`config.mk`:
```
export PLATFORM = sky130hd
export DESIGN_NAME = seven_seg_scan_ctrl
export DESIGN_NICKNAME = d
export VERILOG_FILES = /design/src/rtl/seven_seg_scan_ctrl.sv
export SDC_FILE = /design/constraint.sdc
export NUM_CORES = 1
export LEC_CHECK = 0
export CAP_MARGIN = 20
export CORE_AREA = 3 3 112 114
export DETAILED_ROUTE_END_ITERATION = 16
export DIE_AREA = 0 0 115 117
export SYNTH_ARGS = -nofsm -noshare
export SYNTH_HDL_FRONTEND = slang
export SYNTH_SLANG_ARGS = --single-unit
```
`constraint.sdc`:
```
create_clock -name clock_100Mhz -period 3 [get_ports clock_100Mhz]
set_input_delay 0.45 -clock clock_100Mhz [delete_from_list [all_inputs] [get_ports clock_100Mhz]]
set_output_delay 0.45 -clock clock_100Mhz [all_outputs]
set_load 0.01 [all_outputs]
```
`src/rtl/seven_seg_scan_ctrl.sv`:
```
// Multiplexed N-digit 7-segment controller: binary load over valid/ready, sequential
// double-dabble BCD conversion, atomic commit, and a registered digit scan.
module seven_seg_scan_ctrl #(
  parameter int NUM_DIGITS  = 4,
  parameter int DATA_W      = 16,
  parameter int REFRESH_DIV = 262144,
  parameter int ACTIVE_LOW  = 1,
  parameter int BLANK_LZ    = 1
) (
  input  logic                  clock_100Mhz,
  input  logic                  reset,
  input  logic                  load_valid,
  output logic                  load_ready,
  input  logic [DATA_W-1:0]     load_value,
  input  logic [NUM_DIGITS-1:0] dp_mask,
  output logic                  busy,
  output logic                  overflow,
  output logic [NUM_DIGITS-1:0] Anode_Activate,
  output logic [6:0]            LED_out,
  output logic                  DP_out
);

  localparam int BCD_FROM_DATA = (DATA_W + 2) / 3;
  localparam int SCR_DIGITS    = (NUM_DIGITS > BCD_FROM_DATA) ? NUM_DIGITS : BCD_FROM_DATA;
  localparam int SCR_W         = 4 * SCR_DIGITS;
  localparam int DISP_W        = 4 * NUM_DIGITS;
  localparam int CNT_W         = $clog2(DATA_W);
  localparam int REF_W         = $clog2(REFRESH_DIV);
  localparam int IDX_W         = (NUM_DIGITS > 1) ? $clog2(NUM_DIGITS) : 1;

  localparam logic [NUM_DIGITS-1:0] ANODE_OFF = (ACTIVE_LOW != 0) ? {NUM_DIGITS{1'b1}} : {NUM_DIGITS{1'b0}};
  localparam logic [6:0]            LED_OFF   = (ACTIVE_LOW != 0) ? 7'h7F : 7'h00;
  localparam logic                  DP_OFF    = (ACTIVE_LOW != 0);

  typedef enum logic [1:0] {IDLE, SHIFT, COMMIT} state_t;

  state_t                  state_q, state_d;
  logic [DATA_W-1:0]       value_q, value_d;
  logic [SCR_W-1:0]        scratch_q, scratch_d;
  logic [SCR_W-1:0]        adjusted;
  logic [CNT_W-1:0]        bit_cnt_q, bit_cnt_d;
  logic [DISP_W-1:0]       disp_q, disp_d;
  logic                    overflow_q, overflow_d;
  logic                    hi_nonzero;
  logic [REF_W-1:0]        refresh_q, refresh_d;
  logic [IDX_W-1:0]        index_q, index_d;
  logic [NUM_DIGITS-1:0]   anode_q, anode_d;
  logic [6:0]              led_q, led_d;
  logic                    dp_q, dp_d;
  logic [DISP_W-1:0]       upper_digits;
  logic [NUM_DIGITS-1:0]   anode_hi;
  logic [6:0]              seg_hi;

  // Add 3 to every nibble >= 5 so the following left shift carries correctly into BCD.
  function automatic logic [SCR_W-1:0] dabble(input logic [SCR_W-1:0] s);
    logic [SCR_W-1:0] r;
    r = s;
    for (int i = 0; i < SCR_DIGITS; i++) begin
      if (s[4*i +: 4] >= 4'd5) r[4*i +: 4] = s[4*i +: 4] + 4'd3;
    end
    return r;
  endfunction

  assign adjusted = dabble(scratch_q);

  if (SCR_W > DISP_W) begin : g_hi
    assign hi_nonzero = |scratch_q[SCR_W-1:DISP_W];
  end else begin : g_no_hi
    assign hi_nonzero = 1'b0;
  end

  always_ff @(posedge clock_100Mhz or posedge reset) begin
    if (reset) state_q <= IDLE;
    else       state_q <= state_d;
  end

  always_comb begin
    state_d = state_q;
    unique case (state_q)
      IDLE:    if (load_valid) state_d = SHIFT;
      SHIFT:   if (bit_cnt_q == CNT_W'(DATA_W - 1)) state_d = COMMIT;
      COMMIT:  state_d = IDLE;
      default: state_d = IDLE;
    endcase
  end

  always_comb begin
    load_ready = (state_q == IDLE);
    busy       = (state_q == SHIFT) || (state_q == COMMIT);
  end

  always_comb begin
    value_d    = value_q;
    scratch_d  = scratch_q;
    bit_cnt_d  = bit_cnt_q;
    disp_d     = disp_q;
    overflow_d = overflow_q;
    case (state_q)
      IDLE: begin
        if (load_valid) begin
          value_d   = load_value;
          scratch_d = '0;
          bit_cnt_d = '0;
        end
      end
      SHIFT: begin
        scratch_d = (adjusted << 1) | SCR_W'(value_q[DATA_W-1]);
        value_d   = value_q << 1;
        bit_cnt_d = bit_cnt_q + 1'b1;
      end
      COMMIT: begin
        disp_d     = scratch_q[DISP_W-1:0];
        overflow_d = hi_nonzero;
      end
      default: ;
    endcase
  end

  always_ff @(posedge clock_100Mhz or posedge reset) begin
    if (reset) begin
      value_q    <= '0;
      scratch_q  <= '0;
      bit_cnt_q  <= '0;
      disp_q     <= '0;
      overflow_q <= 1'b0;
    end else begin
      value_q    <= value_d;
      scratch_q  <= scratch_d;
      bit_cnt_q  <= bit_cnt_d;
      disp_q     <= disp_d;
      overflow_q <= overflow_d;
    end
  end

  always_comb begin
    refresh_d = refresh_q + 1'b1;
    index_d   = index_q;
    if (refresh_q == REF_W'(REFRESH_DIV - 1)) begin
      refresh_d = '0;
      index_d   = (index_q == IDX_W'(NUM_DIGITS - 1)) ? '0 : index_q + 1'b1;
    end
  end

  // The digit is blanked when it and every more significant digit are zero.
  always_comb begin
    upper_digits = disp_q >> {index_q, 2'b00};
    unique case (upper_digits[3:0])
      4'd0:    seg_hi = 7'b1111110;
      4'd1:    seg_hi = 7'b0110000;
      4'd2:    seg_hi = 7'b1101101;
      4'd3:    seg_hi = 7'b1111001;
      4'd4:    seg_hi = 7'b0110011;
      4'd5:    seg_hi = 7'b1011011;
      4'd6:    seg_hi = 7'b1011111;
      4'd7:    seg_hi = 7'b1110000;
      4'd8:    seg_hi = 7'b1111111;
      4'd9:    seg_hi = 7'b1111011;
      default: seg_hi = 7'b0000000;
    endcase
    if (overflow_q) seg_hi = 7'b0000001;
    else if ((BLANK_LZ != 0) && (index_q != '0) && (upper_digits == '0)) seg_hi = 7'b0000000;
    anode_hi          = '0;
    anode_hi[index_q] = 1'b1;
    anode_d = (ACTIVE_LOW != 0) ? ~anode_hi : anode_hi;
    led_d   = (ACTIVE_LOW != 0) ? ~seg_hi : seg_hi;
    dp_d    = (ACTIVE_LOW != 0) ? ~dp_mask[index_q] : dp_mask[index_q];
  end

  always_ff @(posedge clock_100Mhz or posedge reset) begin
    if (reset) begin
      refresh_q <= '0;
      index_q   <= '0;
      anode_q   <= ANODE_OFF;
      led_q     <= LED_OFF;
      dp_q      <= DP_OFF;
    end else begin
      refresh_q <= refresh_d;
      index_q   <= index_d;
      anode_q   <= anode_d;
      led_q     <= led_d;
      dp_q      <= dp_d;
    end
  end

  assign overflow       = overflow_q;
  assign Anode_Activate = anode_q;
  assign LED_out        = led_q;
  assign DP_out         = dp_q;

endmodule

```
==> results.sh, run 1 <==
export IMPL_cp_depth=7
export IMPL_yosysTopAreaCell="dfrtp_1"
export IMPL_cp_startpoint="state_q[1]"
export IMPL_holdWs_ps=465
export IMPL_synth_top_area_frac=0.439
export IMPL_power_leakage_nw=2.48
export IMPL_worst_path_largest_cell_delay_ps=490
export IMPL_yosysMostFrequentCell="dfrtp_1"
export IMPL_cts_root_buf="clkbuf_16"
export IMPL_cts_tree="done"
export IMPL_yosys_top_cells_count="83 x dfrtp_1, 54 x nand2_1, 45 x o21ai_0"
export IMPL_path_cells="inv_1 > ha_1 > buf_4 > nand2_1 > nor3_1 > o21ai_0 > nand2_1"
export IMPL_worstPathArrival_ps=2630
export IMPL_setup_violations=0
export IMPL_post_cts_repair_setup_buffers=0
export IMPL_ant_nets=0
export IMPL_synth_distinct_cells=40
export IMPL_synth_top_family_by_area="simple AND/OR/NAND/NOR gates"
export IMPL_min_period_over_period=0.785
export IMPL_async_flop_share=1.00
export IMPL_internal_power_mw=2.48
export IMPL_synth_compound_area_frac=0.103
export IMPL_end_kind="register"
export IMPL_io_buffers=37
export IMPL_vias_per_cell=5.12
export IMPL_worst_pin_slew_ps=794
export IMPL_yosys_warnings=0
export IMPL_cts_sinks=95
export IMPL_die_width_um=115
export IMPL_vdd_drop_max_uv=529
export IMPL_fp_row_count=39
export IMPL_n_antenna_cell=0
export IMPL_initialDrtViolationCount=165
export IMPL_htreeDepth=3
export IMPL_start_util=0.411
export IMPL_p_seq_frac=0.444
export IMPL_grt_pass1_vias=3359
export IMPL_min_period_ps=2350
export IMPL_post_route_util=0.483
export IMPL_synth_flop_cell="dfrtp_1"
export IMPL_cts_inserted_buffers=9
export IMPL_postSynthAreaPerCell_um2=10.4
export IMPL_dr_pass1_iters=4
export IMPL_combPwrFrac=0.242
export IMPL_r2r_cells=7
export IMPL_crit_reg2reg_launch="state_q[1]"
export IMPL_postCtsHoldBufs=0
export IMPL_pwr_density_cell_nw_per_um2=642
export IMPL_p_switching_mw=1.09
export IMPL_post_cts_resized=0
export IMPL_hold_viol=0
export IMPL_dp_hpwl_um=5900
export IMPL_r2r_end="scratch_q[19]"
export IMPL_crit_path_end="scratch_q[19]"
export IMPL_synthCells=453
export IMPL_antenna_found_initial=0
export IMPL_synth_edf_count=0
export IMPL_worstPathMaxFanout=24
export IMPL_nFillCells=1064
export IMPL_path_clk_slew_ps=70
export IMPL_rsz0062_at_grt="false"
export IMPL_fmax_mhz=425
export IMPL_hp_class="reg2reg"
export IMPL_post_drt_wl_per_cell_um=13.5
export IMPL_io_pins=38
export IMPL_synthSimpleGateAreaFrac=0.132
export IMPL_ys_ff_latch=95
export IMPL_die_y_um=117
export IMPL_clock_path_buffers=2
export IMPL_slew_viol_final=0
export IMPL_syn2layout_area_growth_pct=17.5
export IMPL_synthMuxAreaShare=0.104
export IMPL_place_area_um2=5260
export IMPL_drv_cap=0
export IMPL_routed_wirelength_um=8590
export IMPL_clk_latency_ps=340
export IMPL_worstSetupPathType="reg2reg"
export IMPL_nets=537
export IMPL_synth_area_top_cells="dfrtp_1 44%, ha_1 7.4%, dfstp_2 6.7%"
export IMPL_critPathSlowestCell="nand2_1"
export IMPL_crit_top_cell="nand2_1"
export IMPL_crit_buf_inv=2
export IMPL_synth_fa_ha_area_frac=0.0741
export IMPL_syn_nets=504
export IMPL_vias=3247
export IMPL_yosysSeqAreaShare=0.506
export IMPL_overflow=0
export IMPL_netlist_area_um2=4730
export IMPL_grt_max_degree=61
export IMPL_cp_top_family="simple AND/OR/NAND/NOR gates"
export IMPL_clockPowerShare=0.314
export IMPL_sw_frac_of_total=0.305
export IMPL_grt_pass1_wl_um=15300
export IMPL_startpoint_type="register"
export IMPL_cp_data_required_time_ps=3270
export IMPL_max_slew_margin=0.470
export IMPL_status="finished, final reports clean"
export IMPL_remaining_drc_errors=0
export IMPL_place_congestion=0.802
export IMPL_finalClockSkew_ps=9.16
export IMPL_core_um2=11500
export IMPL_synth_xor_area_frac=0.0426
export IMPL_setup_tns_final_ps=0
export IMPL_grtUsageTotal=0.140
export IMPL_rrSetupSlack_ps=650
export IMPL_dieArea_um2=13500
export IMPL_fin_area_um2=5560
export IMPL_layout_drive_gt1_share=0.110
## cell usage in the layout (no fill, tap or decap), types with 13 or more instances in the layout
master	Yosys	routed
mux2_2	17	17
mux2i_1	19	19
inv_1	26	25
clkdlybuf4s50_1	0	37
a21oi_1	19	19
nand3_1	16	16
xnor2_1	13	13
o21ai_0	45	45
ha_1	28	28
nand2_1	54	54
dfrtp_1	83	83
nor2_1	27	27
## how the worst min path moves through the flow
stage / depth (start not counted) / slack (ps) / from / end
finish: 1 / 460 / refresh_q[14] / refresh_q[14]
global route: 1 / 480 / refresh_q[14] / refresh_q[14]
CTS: 1 / 470 / refresh_q[14] / refresh_q[14]
detailed placement: 1 / 460 / refresh_q[14] / refresh_q[14]
global placement: 1 / 450 / refresh_q[14] / refresh_q[14]
floorplan: 1 / 440 / refresh_q[16] / refresh_q[16]
## metal layers
metal | up-vias | part of all wire | global-route usage
li1 | 1616 | - | -
met1 | 1571 | 0.46 | 0.174
met2 | 52 | 0.49 | 0.245
met3 | 8 | 0.033 | 0.0334
met4 | 0 | 0.012 | 0.0430
met5 | - | 0 | 0
## sequential cells by signal, indices dropped and copies added (netlist names)
register / count
Anode_Activate: 4
state_q: 2
DP_out: 1
value_q: 16
bit_cnt_q: 4
disp_q: 16
scratch_q: 24
refresh_q: 18
LED_out: 7
index_q: 2
overflow: 1
## power groups by stage
stage / Sequential, mW / Combinational [mW] / Clock, mW
6_report: 1.58 / 0.862 / 1.12
5_1_grt: 1.61 / 0.993 / 1.21
4_1_cts: 1.58 / 0.885 / 1.16
3_5_place_dp: 1.60 / 0.886 / 0
3_3_place_gp: 1.60 / 0.869 / 0
2_1_floorplan: 1.58 / 0.615 / 0
## logic make-up (layout without fill, tap and decap cells)
logic type | after synthesis | in the layout
compound gates | 86 | 86
buf+inv | 45 | 83
xor+xnor | 23 | 23
flops | 95 | 95
simple gates | 135 | 135
fa+ha+maj | 28 | 28
mux | 41 | 41
## area by class of cell
cell class | count | area, um^2 | area share
clock buffers | 11 | 233 | 0.0419
clock inverters | 5 | 60.1 | 0.0108
inverters | 26 | 98.8 | 0.0178
multi-input cells | 313 | 2170 | 0.390
flip-flops and latches | 95 | 2390 | 0.431
well taps | 143 | 179 | 0.0322
repair buffers | 41 | 425 | 0.0766
## per-stage QoR
step,instances,setup slack [ps],power [mW]
floorplan,453,92.8,2.19
global placement,618,676,2.47
detailed placement,618,597,2.49
CTS,634,586,3.63
global route,634,344,3.81
finish,634,646,3.56
Note: power is estimated with default switching activity, not from simulation.
==> run 2: changes to the inputs <==
==> constraint.sdc (replaced) <==
create_clock -name clock_100Mhz -period 2.35 [get_ports clock_100Mhz]
set_input_delay 0.3525 -clock clock_100Mhz [delete_from_list [all_inputs] [get_ports clock_100Mhz]]
set_output_delay 0.3525 -clock clock_100Mhz [all_outputs]
set_load 0.01 [all_outputs]
==> results.sh, run 2 (same netlist as run 1, synthesis figures left out) <==
export IMPL_path_clk_slew_ps=60
export IMPL_min_period_over_period=0.883
export IMPL_antenna_found_initial=0
export IMPL_ant_nets=0
export IMPL_fmax_mhz=482
export IMPL_rsz0062_at_grt="false"
export IMPL_drv_cap=0
export IMPL_routed_wirelength_um=8730
export IMPL_fp_row_count=39
export IMPL_r2r_cells=6
export IMPL_n_antenna_cell=0
export IMPL_dieArea_um2=13500
export IMPL_postCtsHoldBufs=0
export IMPL_io_pins=38
export IMPL_rrSetupSlack_ps=350
export IMPL_worstSetupPathType="reg2out"
export IMPL_clock_path_buffers=2
export IMPL_post_cts_resized=0
export IMPL_status="finished, final reports clean"
export IMPL_cts_inserted_buffers=9
export IMPL_grt_pass1_wl_um=15400
export IMPL_max_slew_margin=0.488
export IMPL_largest_reg_flops=24
export IMPL_final_cell_mix="83 x dfrtp_1, 54 x nand2_1, 45 x o21ai_0"
export IMPL_initialDrtViolationCount=191
export IMPL_fin_area_um2=5590
export IMPL_htreeDepth=3
export IMPL_die_width_um=115
export IMPL_multi_input_area_um2=2170
export IMPL_setup_violations=0
export IMPL_vias=3283
export IMPL_hp_class="in2async"
export IMPL_grtUsageTotal=0.142
export IMPL_cp_data_required_time_ps=2000
export IMPL_r2r_end="LED_out[6]"
export IMPL_nFillCells=1090
export IMPL_layout_drive_gt1_share=0.119
export IMPL_m1WireLength_um=3970
export IMPL_place_congestion=0.758
export IMPL_remaining_drc_errors=0
export IMPL_end_kind="primary output"
export IMPL_grt_max_degree=96
export IMPL_cts_sinks=95
export IMPL_post_cts_repair_setup_buffers=0
export IMPL_setup_tns_final_ps=0
export IMPL_startpoint_type="register"
export IMPL_syn2layout_area_growth_pct=18.1
export IMPL_dr_pass1_iters=4
export IMPL_pwr_density_cell_nw_per_um2=819
export IMPL_vias_per_cell=5.15
export IMPL_vdd_drop_max_uv=624
export IMPL_overflow=0
export IMPL_dp_hpwl_um=6030
export IMPL_worstPathMaxFanout=6
export IMPL_largestRegisters="scratch_q x24, refresh_q x18"
export IMPL_cts_root_buf="clkbuf_16"
export IMPL_io_buffers=37
export IMPL_largest_register="scratch_q"
export IMPL_die_y_um=117
export IMPL_routed_wl_met3_um=429
export IMPL_post_drt_wl_per_cell_um=13.7
export IMPL_worst_pin_slew_ps=766
export IMPL_cts_tree="done"
export IMPL_top_layer="met4"
export IMPL_clk_latency_ps=340
export IMPL_core_um2=11500
export IMPL_dr_wl_met2_um=4230
export IMPL_place_area_um2=5290
export IMPL_min_period_ps=2070
export IMPL_mostFrequentLayoutCell="dfrtp_1"
export IMPL_post_route_util=0.485
export IMPL_slew_viol_final=0
export IMPL_nets=542
export IMPL_finalClockSkew_ps=12.0
export IMPL_power_leakage_nw=2.50
export IMPL_crit_reg2reg_launch="index_q[0]"
export IMPL_seqCellArea_um2=2390
export IMPL_cp_startpoint="state_q[0]"
export IMPL_worstPathArrival_ps=1720
export IMPL_start_util=0.411
export IMPL_hold_viol=0
export IMPL_grt_pass1_vias=3346
## run 2: cell count changes in the layout (fill, tap and decap cells not counted), sizes merged
| cell | change |
|---|---|
| clkinv | -4 |
| inv | +1 |
| buf | +5 |
| clkinvlp | +2 |
## run 2: cell type report
type	count	share of cell area
Clock buffer	11	0.0434
Multi-Input combinational cell	313	0.388
Inverter	26	0.0181
Tap cell	143	0.0320
Timing Repair Buffer	46	0.0806
Sequential cell	95	0.428
Clock inverter	4	0.00963
## run 2: critical path, stage by stage, from the launching register on
cell and delay (ps):
dfrtp_1 400, inv_1 90, ha_1 300, clkdlybuf4s50_1 600
## run 2: worst max path at each step
stage | slack, ps | to | cells after the start
3_5_place_dp | 360 | value_q[5] | 5
2_1_floorplan | 350 | LED_out[4] | 7
5_1_grt | 140 | load_ready | 3
4_1_cts | 250 | load_ready | 3
6_report | 280 | load_ready | 3
3_3_place_gp | 410 | LED_out[1] | 6
## run 2: stage by stage
step	instances	total power, mW	setup WS, ps	hold slack, ps
final	638	4.58	276	469
after global routing	638	4.88	143	494
after CTS	638	4.66	251	479
after detailed placement	623	3.18	357	460
after global placement	623	3.14	414	451
after floorplan	453	2.80	355	438
## run 2: power by group
group	leakage, nW	internal [mW]	switching [mW]
Sequential	1.24	1.87	0.154
Combinational	1.12	0.459	0.641
Clock	0.138	0.852	0.602
Total	2.50	3.18	1.40
## run 2: metal layers
layer  global-route usage  vias up
met5                    0        -
met3               0.0463        8
met1                0.176     1594
li1                     -     1626
met2                0.240       55
met4               0.0399        0
==> run 3: changes to the inputs <==
--- a/config.mk
+++ b/config.mk
@@ -7,8 +7,10 @@
 export LEC_CHECK = 0
 export CAP_MARGIN = 20
 export CORE_AREA = 3 3 112 114
+export CTS_CLUSTER_SIZE = 16
 export DETAILED_ROUTE_END_ITERATION = 16
 export DIE_AREA = 0 0 115 117
+export SETUP_SLACK_MARGIN = 0.5
 export SYNTH_ARGS = -nofsm -noshare
 export SYNTH_HDL_FRONTEND = slang
 export SYNTH_SLANG_ARGS = --single-unit
==> results.sh, run 3 (same netlist as run 1, synthesis figures left out) <==
export IMPL_status="finished, final reports clean"
export IMPL_dieArea_um2=13500
export IMPL_max_slew_margin=0.509
export IMPL_startpoint_type="register"
export IMPL_finalClockSkew_ps=5.25
export IMPL_io_buffers=37
export IMPL_hp_start="refresh_q[16]"
export IMPL_min_period_ps=1780
export IMPL_sw_frac_of_total=0.305
export IMPL_worst_pin_slew_ps=736
export IMPL_antenna_found_initial=0
export IMPL_final_cell_mix="82 x dfrtp_1, 54 x nand2_1, 44 x o21ai_0"
export IMPL_cts_sinks=95
export IMPL_crit_buf_inv=1
export IMPL_ant_nets=0
export IMPL_dr_pass1_iters=4
export IMPL_worstPathArrival_ps=2040
export IMPL_largestRegisters="scratch_q x24, refresh_q x18"
export IMPL_pwr_density_cell_nw_per_um2=837
export IMPL_die_width_um=115
export IMPL_min_period_over_period=0.757
export IMPL_fp_row_count=39
export IMPL_setup_tns_final_ps=0
export IMPL_postCtsHoldBufs=0
export IMPL_path_clk_slew_ps=70
export IMPL_hold_viol=0
export IMPL_largest_register="scratch_q"
export IMPL_vias_per_cell=5.19
export IMPL_end_kind="register"
export IMPL_drv_cap=0
export IMPL_cts_inserted_buffers=9
export IMPL_cts_tree="done"
export IMPL_p_seq_frac=0.420
export IMPL_layout_drive_gt1_share=0.162
export IMPL_htreeDepth=3
export IMPL_mostFrequentLayoutCell="dfrtp_1"
export IMPL_fin_area_um2=5750
export IMPL_remaining_drc_errors=0
export IMPL_p_switching_mw=1.47
export IMPL_fmax_mhz=562
export IMPL_largest_reg_flops=24
export IMPL_grt_pass1_wl_um=15900
export IMPL_dp_hpwl_um=5970
export IMPL_place_area_um2=5290
export IMPL_vias=3365
export IMPL_nets=551
export IMPL_cp_data_required_time_ps=2610
export IMPL_worst_path_largest_cell_delay_ps=540
export IMPL_die_y_um=117
export IMPL_instances_no_fill=648
export IMPL_clockPowerShare=0.330
export IMPL_worstPathMaxFanout=5
export IMPL_core_um2=11500
export IMPL_hp_class="reg2reg"
export IMPL_post_drt_wl_per_cell_um=14.0
export IMPL_io_pins=38
export IMPL_place_congestion=0.812
export IMPL_overflow=0
export IMPL_clock_path_buffers=2
export IMPL_cts_root_buf="clkbuf_16"
export IMPL_crit_reg2reg_launch="index_q[0]"
export IMPL_n_antenna_cell=0
export IMPL_internal_power_mw=3.35
export IMPL_cp_startpoint="index_q[0]"
export IMPL_place_inst=622
export IMPL_cp_top_family="multiplexers"
export IMPL_grt_max_degree=96
export IMPL_nFillCells=1052
export IMPL_critPathSlowestCell="mux4_2"
export IMPL_grtUsageTotal=0.149
export IMPL_initialDrtViolationCount=158
export IMPL_path_cells="mux4_2 > inv_2 > ha_4 > o2111a_2 > nand2_1 > a31oi_1"
export IMPL_syn2layout_area_growth_pct=21.6
export IMPL_worstSetupPathType="reg2reg"
export IMPL_routed_wirelength_um=9100
export IMPL_power_leakage_nw=2.58
export IMPL_combPwrFrac=0.250
export IMPL_post_route_util=0.499
export IMPL_start_util=0.411
export IMPL_setup_violations=0
export IMPL_grt_pass1_vias=3339
export IMPL_vdd_drop_max_uv=552
export IMPL_rsz0062_at_grt="true"
export IMPL_slew_viol_final=0
export IMPL_clk_latency_ps=340
## run 3: per-layer routing
layer | wire length (um) | part of all wire | global-route usage
met5 | 0 | 0 | 0
met4 | 120 | 0.013 | 0.0430
met3 | 373 | 0.041 | 0.0447
met2 | 4330 | 0.48 | 0.248
met1 | 4280 | 0.47 | 0.188
## run 3: final cells by class
cell class	count	area [um^2]	share of cell area
Clock buffer	10	239	0.0416
Clock inverter	6	91.3	0.0159
Inverter	26	101	0.0176
Multi-Input combinational cell	314	2220	0.386
Sequential cell	95	2390	0.416
Tap cell	143	179	0.0311
Timing Repair Buffer	54	524	0.0912
## run 3: worst register-to-register path: stages (launching register included)
cell      delay, ps
dfrtp_2         430
mux4_2          540
inv_2           110
ha_4            140
o2111a_2        230
nand2_1          60
a31oi_1         190
## run 3: worst paths after layout
path	end	slack [ps]	depth (start not counted)
max in group asynchronous	LED_out[0]	1450	3
hold / removal	refresh_q[16]	470	1
min in group asynchronous	refresh_q[10]	500	3
setup / recovery	LED_out[0]	570	6
setup reg to reg	LED_out[0]	570	6
hold reg to reg	refresh_q[16]	470	1
## run 3: timing repair
action | 4_1_cts | 5_1_grt
pin swaps | 2 | 5
buffers inserted | 6 | 3
resized for setup | 8 | 12
endpoints found under the hold margin | 0 | 0
cloned | 1 | 0
setup endpoints to repair | 25 | 36
## run 3: power by group through the flow
stage               registers, mW  clock network (mW)  logic, mW
finish                       2.02                1.59       1.20
global route                 2.06                1.72       1.38
CTS                          2.02                1.65       1.18
detailed placement           2.05                   0       1.14
global placement             2.04                   0       1.10
floorplan                    2.02                   0      0.786
## run 3: per-stage QoR
step,hold slack [ps],total power [mW],setup slack [ps]
global placement,457,3.14,402
floorplan,438,2.80,515
finish,469,4.82,570
detailed placement,461,3.18,299
CTS,472,4.86,410
global route,483,5.15,473
